--- config.mk ---
export PLATFORM = sky130hd
export DESIGN_NAME = vram_arbiter
export DESIGN_NICKNAME = d
export VERILOG_FILES = /design/src/rtl/vram_arbiter.sv
export SDC_FILE = /design/constraint.sdc
export NUM_CORES = 1
export LEC_CHECK = 0
export ABC_AREA = 0
export CAP_MARGIN = 20
export CORE_ASPECT_RATIO = 0.5
export CORE_MARGIN = 1.5
export CORE_UTILIZATION = 37
export DETAILED_ROUTE_END_ITERATION = 8
export GPL_ROUTABILITY_DRIVEN = 0
export GPL_TIMING_DRIVEN = 0
export PLACE_DENSITY = 0.8
export SYNTH_ARGS = -nofsm -noshare
export SYNTH_HDL_FRONTEND = slang
export SYNTH_SLANG_ARGS = --single-unit
--- constraint.sdc ---
create_clock -name clk -period 1.8 [get_ports clk]
set_input_delay 0.18 -clock clk [delete_from_list [all_inputs] [get_ports clk]]
set_output_delay 0.18 -clock clk [all_outputs]
set_load 0.01 [all_outputs]
--- src/rtl/vram_arbiter.sv ---
// ----------------------------------------------------------------------------
// vram_arbiter
// Shares one single-port synchronous VRAM (16-bit words, 1-cycle read latency)
// between the raster fetch (absolute priority, fixed 2-cycle read latency) and
// a req/ack CPU bus. CPU accesses are deferred around video reads. Cycles in
// which a pending CPU request is blocked by video are counted (saturating).
//
// Ports
//   clk, reset         system clock, synchronous active-high reset
//   vid_rd, vid_addr   video read strobe (1 cycle, >=2 cycles apart) + address
//   vid_dout           video read data, held until the next video read lands
//   cpu_req/we/addr    CPU request level, direction and word address
//   cpu_be, cpu_wdata  CPU write byte enables {hi,lo} and write data
//   cpu_rdata          CPU read data, valid with cpu_ack and held afterwards
//   cpu_ack            one-cycle completion pulse
//   ram_addr/we/be     RAM control (combinational mux)
//   ram_wdata          RAM write data (always the CPU write data)
//   ram_rdata          RAM read data for the address presented last cycle
//   conflict_cnt       blocked-cycle counter, saturates at all-ones
// ----------------------------------------------------------------------------
module vram_arbiter #(
    parameter int AW    = 14,
    parameter int CNT_W = 16
) (
    input  logic             clk,
    input  logic             reset,
    input  logic             vid_rd,
    input  logic [AW-1:0]    vid_addr,
    output logic [15:0]      vid_dout,
    input  logic             cpu_req,
    input  logic             cpu_we,
    input  logic [AW-1:0]    cpu_addr,
    input  logic [1:0]       cpu_be,
    input  logic [15:0]      cpu_wdata,
    output logic [15:0]      cpu_rdata,
    output logic             cpu_ack,
    output logic [AW-1:0]    ram_addr,
    output logic             ram_we,
    output logic [1:0]       ram_be,
    output logic [15:0]      ram_wdata,
    input  logic [15:0]      ram_rdata,
    output logic [CNT_W-1:0] conflict_cnt
);

    typedef enum logic [1:0] {
        IDLE   = 2'd0,
        RDWAIT = 2'd1,
        ACK    = 2'd2
    } state_t;

    state_t state;
    logic   vid_pend_p1;
    logic   grant;

    function automatic logic [CNT_W-1:0] sat_inc(input logic [CNT_W-1:0] c);
        return (&c) ? c : c + CNT_W'(1);
    endfunction

    // Reset gates the grant so a write presented during reset never reaches the RAM.
    assign grant = (state == IDLE) && cpu_req && !vid_rd && !reset;

    always_comb begin
        ram_addr = cpu_addr;
        ram_we   = 1'b0;
        ram_be   = 2'b00;
        if (vid_rd) begin
            ram_addr = vid_addr;
        end else if (grant) begin
            ram_we = cpu_we;
            ram_be = cpu_we ? cpu_be : 2'b00;
        end
    end

    assign ram_wdata = cpu_wdata;

    // ACK lasts exactly one cycle, so the ack is a direct decode of the state register.
    assign cpu_ack = (state == ACK);

    always_ff @(posedge clk) begin
        if (reset) begin
            state        <= IDLE;
            vid_pend_p1  <= 1'b0;
            vid_dout     <= '0;
            cpu_rdata    <= '0;
            conflict_cnt <= '0;
        end else begin
            // Stage p1: RAM returns data for the video address issued last cycle.
            vid_pend_p1 <= vid_rd;
            if (vid_pend_p1) begin
                vid_dout <= ram_rdata;
            end

            case (state)
                IDLE: begin
                    if (cpu_req) begin
                        if (vid_rd) begin
                            conflict_cnt <= sat_inc(conflict_cnt);
                        end else begin
                            state <= cpu_we ? ACK : RDWAIT;
                        end
                    end
                end
                // The RAM is pipelined, so a video read issued now does not
                // disturb the CPU data returning this cycle.
                RDWAIT: begin
                    cpu_rdata <= ram_rdata;
                    state     <= ACK;
                end
                ACK: begin
                    state <= IDLE;
                end
                default: begin
                    state <= IDLE;
                end
            endcase
        end
    end

endmodule

Yosys cells after proc, flatten, opt, wreduce, memory -nomap -nowiden:

Cells that the tools add are included.

* add/sub/neg operators: 1
* $mul: 0
* divide/modulo/power cells: 0
* order comparisons: 0
* equal/unequal tests: 4
* shifts and indexed selects: 0
* muxes and demuxes: 10
* bitwise logic cells: 1
* reductions and logical operators: 9

Operator list (number)
* $add A16 B1 Y16 const B: 1
* $reduce_and A16 Y1: 1
* $mux W14: 1
* $mux W2: 6
* $ne A2 B2 Y1 const B: 2
* $pmux W2 S2: 1
* $reduce_and A4 Y1: 1
* $logic_and A1 B1 Y1: 3
* $eq A2 B1 Y1 const B: 1
* $eq A2 B2 Y1 const B: 1
* $logic_not A1 Y1: 2
* $logic_not A2 Y1: 1
* $mux W1: 2
* $reduce_and A2 Y1: 1
* $not A1 Y1: 1

* flip-flop bits (word level): 51
* latch bits: 0
* bits in writable memories: 0
* ROM bits: 0
* input bits: 67
* memories kept: 0

Longest topological paths before layout:

Gate-level depths: netlist (run 1).

* depth after elaboration: 6
* gate-level depth with buffers: 5
* depth with buffers taken out: 5

Worst setup path before layout (run 1):

OpenSTA, ideal clock, no wires.

* kind: reg-to-reg
* start: register conflict_cnt[3]
* end: register conflict_cnt[9]
* library setup time: 0.121 ns
* arrival time: 1.498 ns
* required time: 1.679 ns
* slack: 0.181 ns
* cell stages (with the launch flop): 6
* clock period less this slack: 1.619 ns
* path through: dfxtp_1 -> and4_4 -> nand2_2 -> buf_6 -> nor4b_1 -> mux2_2

* cells in the longest elaborated chain, start to end: 3
* elaborated cells on any way between the ends: 4

Ends and longest elaborated chain
* start: declaration: line 42 `output logic [CNT_W-1:0] conflict_cnt`
* start signal: assignment: line 97 `conflict_cnt <= sat_inc(conflict_cnt);`
* branches (longest 3 deep; another with $add A16 B1 Y16)

Several ways; the timed one is not identified.
A chain may end at the register's enable or synchronous reset.

Final worst setup path (run 1):

* start: register conflict_cnt[0]
* end: register conflict_cnt[9]

Same word-level chain as after synthesis.

==> summary.md, run 1 <==
| Metric | Value |
|---|---|
| Status | `completed` |
| Pleak | `1.535 nW` |
| Post-layout utilization of the core | `65.77%` |
| Vias per cell | `4.876` |
| Clock Latency Late Sink | `just under 0.3 ns` |
| Synth area leaders | `dfxtp_1, mux2_2, mux2i_1` |
| Final Hold Violating Endpoints | `0` |
| Final wirelength | `7.341 mm` |
| DRT antenna net count | `0` |
| WS Path Type | `reg2reg` |
| I/O pins | `149` |
| Design area | `between 4000 and 5000 µm²` |
| DRC violations left | `0` |
| Num Clock Sinks | `51` |
| Max-slew headroom | `approximately 65%` |
| Placed Area | `3851 µm²` |
| Share of cells above drive strength 1 | `~18%` |
| EDFF count, synth | `0` |
| Initial DRC count | `153` |
| Pre-CTS setup slack | `-0.2527 ns` |
| Initial antenna violation count | `0` |
| First-pass GRT wire length | `11.23 mm` |
| Post-DP HPWL | `5.549 mm` |
| Switch Pwr | `between 0.6 and 0.7 mW` |
| Vias after detailed routing | `between 2000 and 2500` |
| Top-count cell post-synth | `dfxtp_1` |
| Drt first pass iters | `4` |
| Synth Cell Area | `2440 µm²` |
| Vias in the first global route | `around 2300` |
| Flops & latches, synth | `51` |
| Clock Tree Buf Depth | `2` |
| Nets | `478` |
| Mean Syn Cell Area | `around 9.0 µm²` |
| Top Family by Delay on Critical Path | `simple AND/OR/NAND/NOR gates` |
| Worst Hold Class | `in2reg` |
| Synth Instances | `271` |
| Highest clock rate | `586.1 MHz` |
| Slew Limit Fails | `0` |
| Register area share after synthesis | `41.85%` |
| Reg clk slew, reported paths | `0.07 ns` |
| Setup TNS | `0 ns` |
| Max cap viols | `0` |
| Clock power share | `39.9%` |
| Die width | `117.8 µm` |
| CTS tree | `built` |
| Worst vdd rail ir drop | `0.3540 mV` |
| Placeable Area | `6206 µm²` |
| Post-synth ARST share | `0%` |
| Max FO, Critical Path | `6` |
| Hold buffer count at CTS | `0` |
| Diode count | `0` |
| Setup crit start kind | `register` |
| Cell row count | `20` |
| CTS Buf Count | `5` |
| WL per Instance | `14.71 µm` |
| Logic gate share of total power | `between 15 and 20%` |
| Tcrit/Tclk final | `a little over nine tenths` |
| Vert. Die Dim | `~60 µm` |
| GRT Resource Usage Total | `19.87%` |
| Post-synth top cells | `dfxtp_1, nand2_1, nor2_1` |
| Critical path's largest stage delay | `0.37 ns` |
| Yosys cell types | `38` |
| Largest net degree at the start of global routing | `18` |
| Crit path capture type | `register` |
| Syn nets | `between 300 and 400` |
| Fin crit period | `1.706 ns` |
| Yosys warns | `0` |
| Setup ws final | `0.09369 ns` |
| WP data required | `1.98 ns` |
| Final number of setup-violating endpoints | `0` |
| CP arrival | `1.88 ns` |
| Seq pwr share | `a little over two fifths` |
| CP bufs+invs | `1` |
| Fill cell count | `499` |
| Syn-to-layout area delta | `67.28%` |
| Area share of the largest cell type after synthesis | `a little over two fifths` |
| Clock Skew | `0.004656 ns` |
| PortBufs | `130` |
| Worst Tran Pin Value | `0.5247 ns` |
| Top_reg_cell synth | `dfxtp_1` |
| Reg2reg setup slack | `0.09 ns` |
| Internal power | `2.123 mW` |
| H-tree depth | `2` |
| Net Sw Frac | `22.67%` |
| Post-synth top area cell | `dfxtp_1` |
| Total power | `~2.7 mW` |
| Die area | `7120 µm²` |
| Initial Utilization | `39.31%` |
| PwrDens | `between 600 and 700 nW/µm²` |
| Max stage delay cell, worst path | `mux2_2` |
| Clock Root Buffer | `clkbuf_16` |
| RSZ-0062 raised after global routing | `no` |
| Total congestion overflow | `0` |
| Worst path cell trace | `ha_2 > nand2_1 > nor3_4 > buf_4 > nor4b_2 > mux2_2` |
==> final cells by class <==
type	count	area (µm²)	area share, %
well taps	88	110.1	2.698
multi-input cells	186	1250	30.63
plain buffers	33	205.2	5.028
clock inverters	3	47.55	1.165
flip-flops and latches	51	1023	25.08
clock buffers	5	125.1	3.066
repair buffers	132	1316	32.25
inverters	1	3.754	0.09197
==> stage by stage <==
step	instances	hold slack, ns
floorplan	271	0.3160
global placement	489	0.4427
detailed placement	489	0.4461
CTS	497	0.2609
global route	499	0.2696
finish	499	0.2593
==> power by group through the flow <==
stage | registers (mW) | logic (mW) | clock network (mW)
3_3_place_gp | 1.20 | 0.459 | 0
2_1_floorplan | 1.21 | 0.177 | 0
3_5_place_dp | 1.20 | 0.471 | 0
5_1_grt | 1.18 | 0.504 | 1.16
4_1_cts | 1.18 | 0.475 | 1.11
6_report | 1.18 | 0.474 | 1.09
==> final timing paths <==
check	from	to	cells past startpoint
hold reg to reg	cpu_rdata[9]$_SDFFE_PP0P_	cpu_rdata[9]$_SDFFE_PP0P_	2
hold / removal	vid_rd	state[0]$_SDFFE_PP0P_	3
setup reg to reg	conflict_cnt[0]$_SDFFE_PP0P_	conflict_cnt[9]$_SDFFE_PP0P_	6
setup / recovery	conflict_cnt[0]$_SDFFE_PP0P_	conflict_cnt[9]$_SDFFE_PP0P_	6
==> registers in the layout, indices dropped and copies added (netlist names) <==
signal and count:
conflict_cnt 16, state 2, cpu_rdata 16, vid_dout 16, vid_pend_p1 1
==> tightest hold or removal path, delay by kind of cell <==
family                 cells  cell delay [ns]
buffers and inverters      1             0.11
and+or+nand+nor            2             0.22
==> metal layers <==
metal,GRT usage (%),part of all wire (%),up-vias
met5,0,0,-
met4,5.052,1.0,0
met3,5.169,5.5,10
met1,22.41,42,1142
met2,39.01,51,84
li1,-,-,1197
==> cell usage in the layout, fill, tap and decap left out, drive strengths merged, types with 2 or more instances in the layout <==
| cell type | instances |
|---|---|
| a211oi | 3 |
| and2 | 3 |
| dlygate4sd2 | 2 |
| a21oi | 22 |
| clkdlybuf4s50 | 127 |
| dfxtp | 51 |
| nand2b | 3 |
| nor2 | 28 |
| and4 | 2 |
| buf | 25 |
| mux2i | 17 |
| or4 | 3 |
| nand3 | 4 |
| nor3 | 6 |
| mux2 | 24 |
| nand4 | 3 |
| clkbuf | 15 |
| and3 | 2 |
| nor4 | 5 |
| nor2b | 12 |
| inv | 2 |
| nand2 | 38 |
==> timing repair <==
item / CTS / global route
buffers inserted: 0 / 2
gates resized for setup: 6 / 10
endpoints found under the setup margin: 4 / 14
pin swaps: 2 / 3
cloned: 0 / 0
==> kinds of logic (layout without fill, tap and decap cells) <==
family | Yosys count | after routing | synth area share, %
buf+inv | 34 | 174 | 8.513
compound gates | 30 | 30 | 6.872
simple gates | 114 | 114 | 24.21
mux | 41 | 41 | 18.05
fa+ha+maj | 1 | 1 | 0.5127
flops | 51 | 51 | 41.85
No activity file was read; power rests on OpenSTA's default activity.
==> run 2: changes to the inputs <==
- GPL_TIMING_DRIVEN: 0 -> unset
==> summary.md, run 2 (synthesis results as in run 1) <==
| Metric | Value |
|---|---|
| Setup crit start kind | `register` |
| H-tree depth | `2 (unchanged)` |
| Drt first pass iters | `5 (+1)` |
| Clock Root Buffer | `clkbuf_16` |
| WL per Instance | `14.68 µm (-0.25%)` |
| Max-slew headroom | `59.76% (-5.3 points)` |
| Vias per cell | `4.974 (+2.0%)` |
| Worst vdd rail ir drop | `0.4126 mV (+17%)` |
| Clock Tree Buf Depth | `2 (unchanged)` |
| Clock power share | `37.8% (-2.1 points)` |
| Top Family by Delay on Critical Path | `simple AND/OR/NAND/NOR gates` |
| Hold path cells | `3 (unchanged)` |
| Num Clock Sinks | `51 (unchanged)` |
| Hold_sp | `reset` |
| CP arrival | `1.87 ns (about the same)` |
| Highest clock rate | `592.9 MHz (+1.2%)` |
| Slew Limit Fails | `0 (unchanged)` |
| Max FO, Critical Path | `8 (+2)` |
| PortBufs | `116 (-11%)` |
| Logic gate share of total power | `15.9% (-1.4 points)` |
| I/O pins | `149 (unchanged)` |
| First-pass GRT wire length | `10.72 mm (-4.6%)` |
| Seq pwr share | `46.3% (+3.4 points)` |
| RSZ-0062 raised after global routing | `yes` |
| Vert. Die Dim | `60.42 µm (unchanged)` |
| Length in cells of the worst reg-to-reg path | `5 (-1)` |
| Worst Tran Pin Value | `0.6036 ns (+0.07888 ns)` |
| Final std cells w/o fill | `462 (-7.4%)` |
| CP bufs+invs | `0 (-1)` |
| Tcrit/Tclk final | `93.71% (-1.1 points)` |
| Fill cell count | `562 (+13%)` |
| Total power | `2.541 mW (-7.4%)` |
| Die width | `117.8 µm (unchanged)` |
| Number of cells after detailed placement | `453 (-7.4%)` |
| Commonest non-fill, non-tap cell in the layout | `clkdlybuf4s50_1` |
| Internal power | `1.941 mW (-8.5%)` |
| Critical path's largest stage delay | `0.39 ns (+0.02 ns)` |
| Reg clk slew, reported paths | `0.07 ns (about the same)` |
| PwrDens | `673.3 nW/µm² (+0.12%)` |
| Nets | `441 (-7.7%)` |
| DRT antenna net count | `0 (unchanged)` |
| Final Hold Violating Endpoints | `0 (unchanged)` |
| Clock Latency Late Sink | `0.28 ns (about the same)` |
| Max cap viols | `0 (unchanged)` |
| Hold buffer count at CTS | `0 (unchanged)` |
| Pleak | `1.393 nW (-9.3%)` |
| WS Path Type | `reg2reg` |
| Leading cell types in the layout, fill and taps excluded | `clkdlybuf4s50_1, dfxtp_1, nand2_1` |
| Reg2reg setup slack | `0.11 ns (+0.02 ns)` |
| Fin crit period | `1.687 ns (-0.01956 ns)` |
| Clock Skew | `0.004469 ns (-0.0001872 ns)` |
| CTS Buf Count | `5 (unchanged)` |
| Worst R2R Start | `conflict_cnt[0]$_SDFFE_PP0P_` |
| Final wirelength | `6.780 mm (-7.6%)` |
| Initial DRC count | `79 (-48%)` |
| Diode count | `0 (unchanged)` |
| Total congestion overflow | `0 (unchanged)` |
| GRT Resource Usage Total | `18.69% (-1.2 points)` |
| Share of cells above drive strength 1 | `15.24% (-2.3 points)` |
| Worst reg2reg endpoint | `conflict_cnt[0]$_SDFFE_PP0P_` |
| WP data required | `1.98 ns (about the same)` |
| Worst path depth | `5 (-1)` |
| Die area | `7120 µm² (unchanged)` |
| Placeable Area | `6206 µm² (unchanged)` |
| CTS tree | `built` |
| Syn-to-layout area delta | `54.67%` |
| Max stage delay cell, worst path | `dfxtp_1` |
| Status | `completed` |
| Worst Hold Class | `in2reg` |
| Cell row count | `20 (unchanged)` |
| Crit path capture type | `register` |
| Post-DP HPWL | `5.097 mm (-8.1%)` |
| Biggest regs | `conflict_cnt (16), cpu_rdata (16), vid_dout (16)` |
| Worst path cell trace | `ha_1 > nand2_1 > nor3_4 > a21boi_1 > mux2_2` |
| Largest net degree at the start of global routing | `63 (+45)` |
| Final number of setup-violating endpoints | `0 (unchanged)` |
| DRC violations left | `0 (unchanged)` |
| Worst min-delay path endpoint | `state[0]$_SDFFE_PP0P_` |
| Vias after detailed routing | `2298 (-5.5%)` |
| Vias in the first global route | `2180 (-5.0%)` |
| Initial antenna violation count | `0 (unchanged)` |
| Net Sw Frac | `23.59% (+0.93 points)` |
| Initial Utilization | `39.31% (unchanged)` |
| Switch Pwr | `0.5994 mW (-3.7%)` |
run 2: cell types whose count changed in the layout (fill, tap and decap cells not counted), moves of 2 or more:
cell             change
buf_4                -7
clkbuf_1             -9
buf_2                -3
dlygate4sd2_1        +2
clkdlybuf4s50_1     -16
run 2: cell type report:
| type | count | area (µm²) | share of cell area, % |
|---|---|---|---|
| repair buffers | 128 | 1245 | 32.99 |
| multi-input cells | 186 | 1239 | 32.82 |
| flip-flops and latches | 51 | 1022 | 27.09 |
| clock buffers | 5 | 125.1 | 3.316 |
| well taps | 88 | 110.1 | 2.918 |
| clock inverters | 3 | 28.78 | 0.7626 |
| inverters | 1 | 3.754 | 0.09947 |
run 2: worst max path at each step:
stage / start / endpoint / slack, ns
2_1_floorplan: conflict_cnt[3]$_SDFFE_PP0P_ / conflict_cnt[9]$_SDFFE_PP0P_ / 0.18
3_3_place_gp: vid_rd / conflict_cnt[9]$_SDFFE_PP0P_ / -0.16
3_5_place_dp: vid_rd / conflict_cnt[9]$_SDFFE_PP0P_ / -0.18
4_1_cts: conflict_cnt[0]$_SDFFE_PP0P_ / conflict_cnt[0]$_SDFFE_PP0P_ / 0.08
5_1_grt: conflict_cnt[4]$_SDFFE_PP0P_ / conflict_cnt[12]$_SDFFE_PP0P_ / -0.02
6_report: conflict_cnt[0]$_SDFFE_PP0P_ / conflict_cnt[0]$_SDFFE_PP0P_ / 0.11
run 2: repair_timing:
action	CTS	global route
hold endpoints to repair	0	0
pin swaps	1	1
setup buffers	1	0
resized for setup	9	3
endpoints found under the setup margin	17	4
run 2: layer usage:
layer  track usage [%]  share of wire, %  up-vias
met3             3.947               4.5        8
met1             22.63                44     1096
li1                  -                 -     1121
met4             3.833               1.1        0
met2             35.67                51       73
met5                 0                 0        -
run 2: metrics by stage:
stage | hold WS (ns) | TNS [ns] | setup slack [ns] | utilization [%] | area (µm²)
2_1_floorplan | 0.3160 | 0 | 0.1808 | - | 2440
3_3_place_gp | 0.3601 | -1.972 | -0.1566 | 57.76 | 3585
3_5_place_dp | 0.3601 | -2.868 | -0.1842 | 57.76 | 3585
4_1_cts | 0.2133 | 0 | 0.08280 | 60.56 | 3759
5_1_grt | 0.2323 | -0.01532 | -0.01532 | 60.81 | 3774
6_report | 0.2259 | 0 | 0.1132 | 60.81 | 3774
run 2: power groups by stage:
stage | clock network [mW] | registers [mW] | logic, mW
after detailed placement | 0 | 1.20 | 0.400
after global routing | 1.03 | 1.18 | 0.430
after CTS | 0.987 | 1.18 | 0.405
after global placement | 0 | 1.20 | 0.387
final | 0.961 | 1.18 | 0.403
after floorplan | 0 | 1.21 | 0.177
run 2: worst register-to-register path, cell delays in order, from the launching register on:
cell	delay (ns)
dfxtp_1	0.39
ha_1	0.27
nand2_1	0.12
nor3_4	0.31
a21boi_1	0.18
mux2_2	0.30
==> run 3: changes to the inputs <==
- MAX_ROUTING_LAYER: unset -> met4
==> summary.md, run 3 (synthesis results as in run 1) <==
| Metric | Value |
|---|---|
| Status | `completed` |
| Fill cell count | `562 (unchanged)` |
| Clock Tree Buf Depth | `2 (unchanged)` |
| WS Path Type | `reg2reg` |
| H-tree depth | `2 (unchanged)` |
| PortBufs | `116 (unchanged)` |
| Crit path capture type | `register` |
| Cell row count | `20 (unchanged)` |
| Vias per cell | `4.955 (-0.39%)` |
| Final wirelength | `6.767 mm (-0.19%)` |
| Setup TNS | `0 ns (unchanged)` |
| Reg clk slew, reported paths | `0.07 ns (about the same)` |
| PwrDens | `674.4 nW/µm² (+0.16%)` |
| Seq pwr share | `46.2% (about the same)` |
| Diode count | `0 (unchanged)` |
| Commonest non-fill, non-tap cell in the layout | `clkdlybuf4s50_1` |
| Vias after detailed routing | `2289 (-0.39%)` |
| Top Family by Delay on Critical Path | `simple AND/OR/NAND/NOR gates` |
| Clock Root Buffer | `clkbuf_16` |
| Post-DP HPWL | `5.097 mm (unchanged)` |
| Leading cell types in the layout, fill and taps excluded | `clkdlybuf4s50_1, dfxtp_1, nand2_1` |
| Internal power | `1.941 mW (about the same)` |
| CTS tree | `built` |
| Clock Latency Late Sink | `0.28 ns (about the same)` |
| Tcrit/Tclk final | `93.49% (-0.22 points)` |
| Hold buffer count at CTS | `0 (unchanged)` |
| Critical path's largest stage delay | `0.46 ns (+0.07 ns)` |
| Clock Skew | `0.004180 ns (-0.0002890 ns)` |
| Post-layout utilization of the core | `60.81% (unchanged)` |
| Setup crit start kind | `register` |
| Net Sw Frac | `23.71% (+0.12 points)` |
| Max FO, Critical Path | `8 (unchanged)` |
| Worst path cell trace | `nand4_1 > nor3_4 > a21boi_1 > mux2_2` |
| Vert. Die Dim | `60.42 µm (unchanged)` |
| Worst Tran Pin Value | `0.6008 ns (-0.002755 ns)` |
| DRT antenna net count | `0 (unchanged)` |
| Worst vdd rail ir drop | `0.4151 mV (+0.60%)` |
| Vias in the first global route | `2180 (unchanged)` |
| CP bufs+invs | `0 (unchanged)` |
| Placeable Area | `6206 µm² (unchanged)` |
| Max-slew headroom | `59.94% (+0.18 points)` |
| Die area | `7120 µm² (unchanged)` |
| Nets | `441 (unchanged)` |
| Total congestion overflow | `0 (unchanged)` |
| First-pass GRT wire length | `10.69 mm (-0.25%)` |
| I/O pins | `149 (unchanged)` |
| Logic gate share of total power | `15.8% (about the same)` |
| Fin crit period | `1.683 ns (-0.003957 ns)` |
| Num Clock Sinks | `51 (unchanged)` |
| Worst Hold Class | `in2reg` |
| Clock power share | `37.9% (about the same)` |
| WP data required | `1.98 ns (about the same)` |
| Drt first pass iters | `4 (-1)` |
| Switch Pwr | `0.6035 mW (+0.68%)` |
| Max cap viols | `0 (unchanged)` |
| Die width | `117.8 µm (unchanged)` |
| CTS Buf Count | `5 (unchanged)` |
| Slew Limit Fails | `0 (unchanged)` |
| WL per Instance | `14.65 µm (-0.19%)` |
| Largest net degree at the start of global routing | `63 (unchanged)` |
| Initial antenna violation count | `0 (unchanged)` |
| CP arrival | `1.86 ns (about the same)` |
| Max stage delay cell, worst path | `dfxtp_1` |
| GRT Resource Usage Total | `19.32% (+0.63 points)` |
| Highest clock rate | `594.2 MHz (+0.24%)` |
| Pleak | `1.393 nW (unchanged)` |
| Final number of setup-violating endpoints | `0 (unchanged)` |
| Syn-to-layout area delta | `54.67% (unchanged)` |
| Biggest regs | `conflict_cnt (16), cpu_rdata (16), vid_dout (16)` |
| Initial Utilization | `39.31% (unchanged)` |
| DRC violations left | `0 (unchanged)` |
| Final Hold Violating Endpoints | `0 (unchanged)` |
| RSZ-0062 raised after global routing | `yes` |
| Share of cells above drive strength 1 | `15.24% (unchanged)` |
| Initial DRC count | `71 (-10%)` |
[run 3: cell counts in the layout (fill, tap and decap cells not counted)]
No cell type changed its count.
[run 3: through the flow]
| stage | power (mW) | std cells | hold WS [ns] | instance area (µm²) | setup WS (ns) |
|---|---|---|---|---|---|
| 2_1_floorplan | 1.390 | 271 | 0.3160 | 2440 | 0.1808 |
| 3_3_place_gp | 1.587 | 453 | 0.3601 | 3585 | -0.1566 |
| 3_5_place_dp | 1.602 | 453 | 0.3601 | 3585 | -0.1842 |
| 4_1_cts | 2.569 | 462 | 0.2133 | 3759 | 0.08280 |
| 5_1_grt | 2.643 | 462 | 0.2323 | 3774 | -0.009365 |
| 6_report | 2.545 | 462 | 0.2256 | 3774 | 0.1172 |
[run 3: cell type report]
cell class	instances	area (µm²)	area share, %
repair buffers	128	1245	32.99
inverters	1	3.754	0.09947
multi-input cells	186	1239	32.82
clock inverters	3	28.78	0.7626
well taps	88	110.1	2.918
clock buffers	5	125.1	3.316
flip-flops and latches	51	1022	27.09
[run 3: path summary, 6_finish.rpt]
kind	startpoint	end	slack (ns)	cells after the start
max	conflict_cnt[8]$_SDFFE_PP0P_	conflict_cnt[0]$_SDFFE_PP0P_	0.12	4
max reg2reg	conflict_cnt[8]$_SDFFE_PP0P_	conflict_cnt[0]$_SDFFE_PP0P_	0.12	4
min	reset	state[0]$_SDFFE_PP0P_	0.23	3
min reg2reg	cpu_rdata[5]$_SDFFE_PP0P_	cpu_rdata[5]$_SDFFE_PP0P_	0.45	2
[run 3: power groups by stage]
stage	Clock [mW]	Combinational [mW]	Sequential, mW
6_report	0.966	0.403	1.18
3_3_place_gp	0	0.387	1.20
5_1_grt	1.03	0.430	1.18
4_1_cts	0.987	0.405	1.18
3_5_place_dp	0	0.400	1.20
2_1_floorplan	0	0.177	1.21
[run 3: tightest hold or removal path, stage by stage]
cell and delay (ns):
buf_2 0.10, nor3_2 0.04, and3b_1 0.14
[run 3: per-layer routing]
metal	GRT usage, %	vias up	share of wire, %
li1	-	1120	-
met1	22.52	1094	44
met2	35.76	67	51
met3	3.947	8	4.3
met4	3.833	0	1.1
met5	-	-	0
[run 3: timing repair]
action / 4_1_cts / 5_1_grt
pin swaps: 1 / 1
buffers inserted: 1 / 0
setup endpoints to repair: 17 / 4
resized for setup: 9 / 3
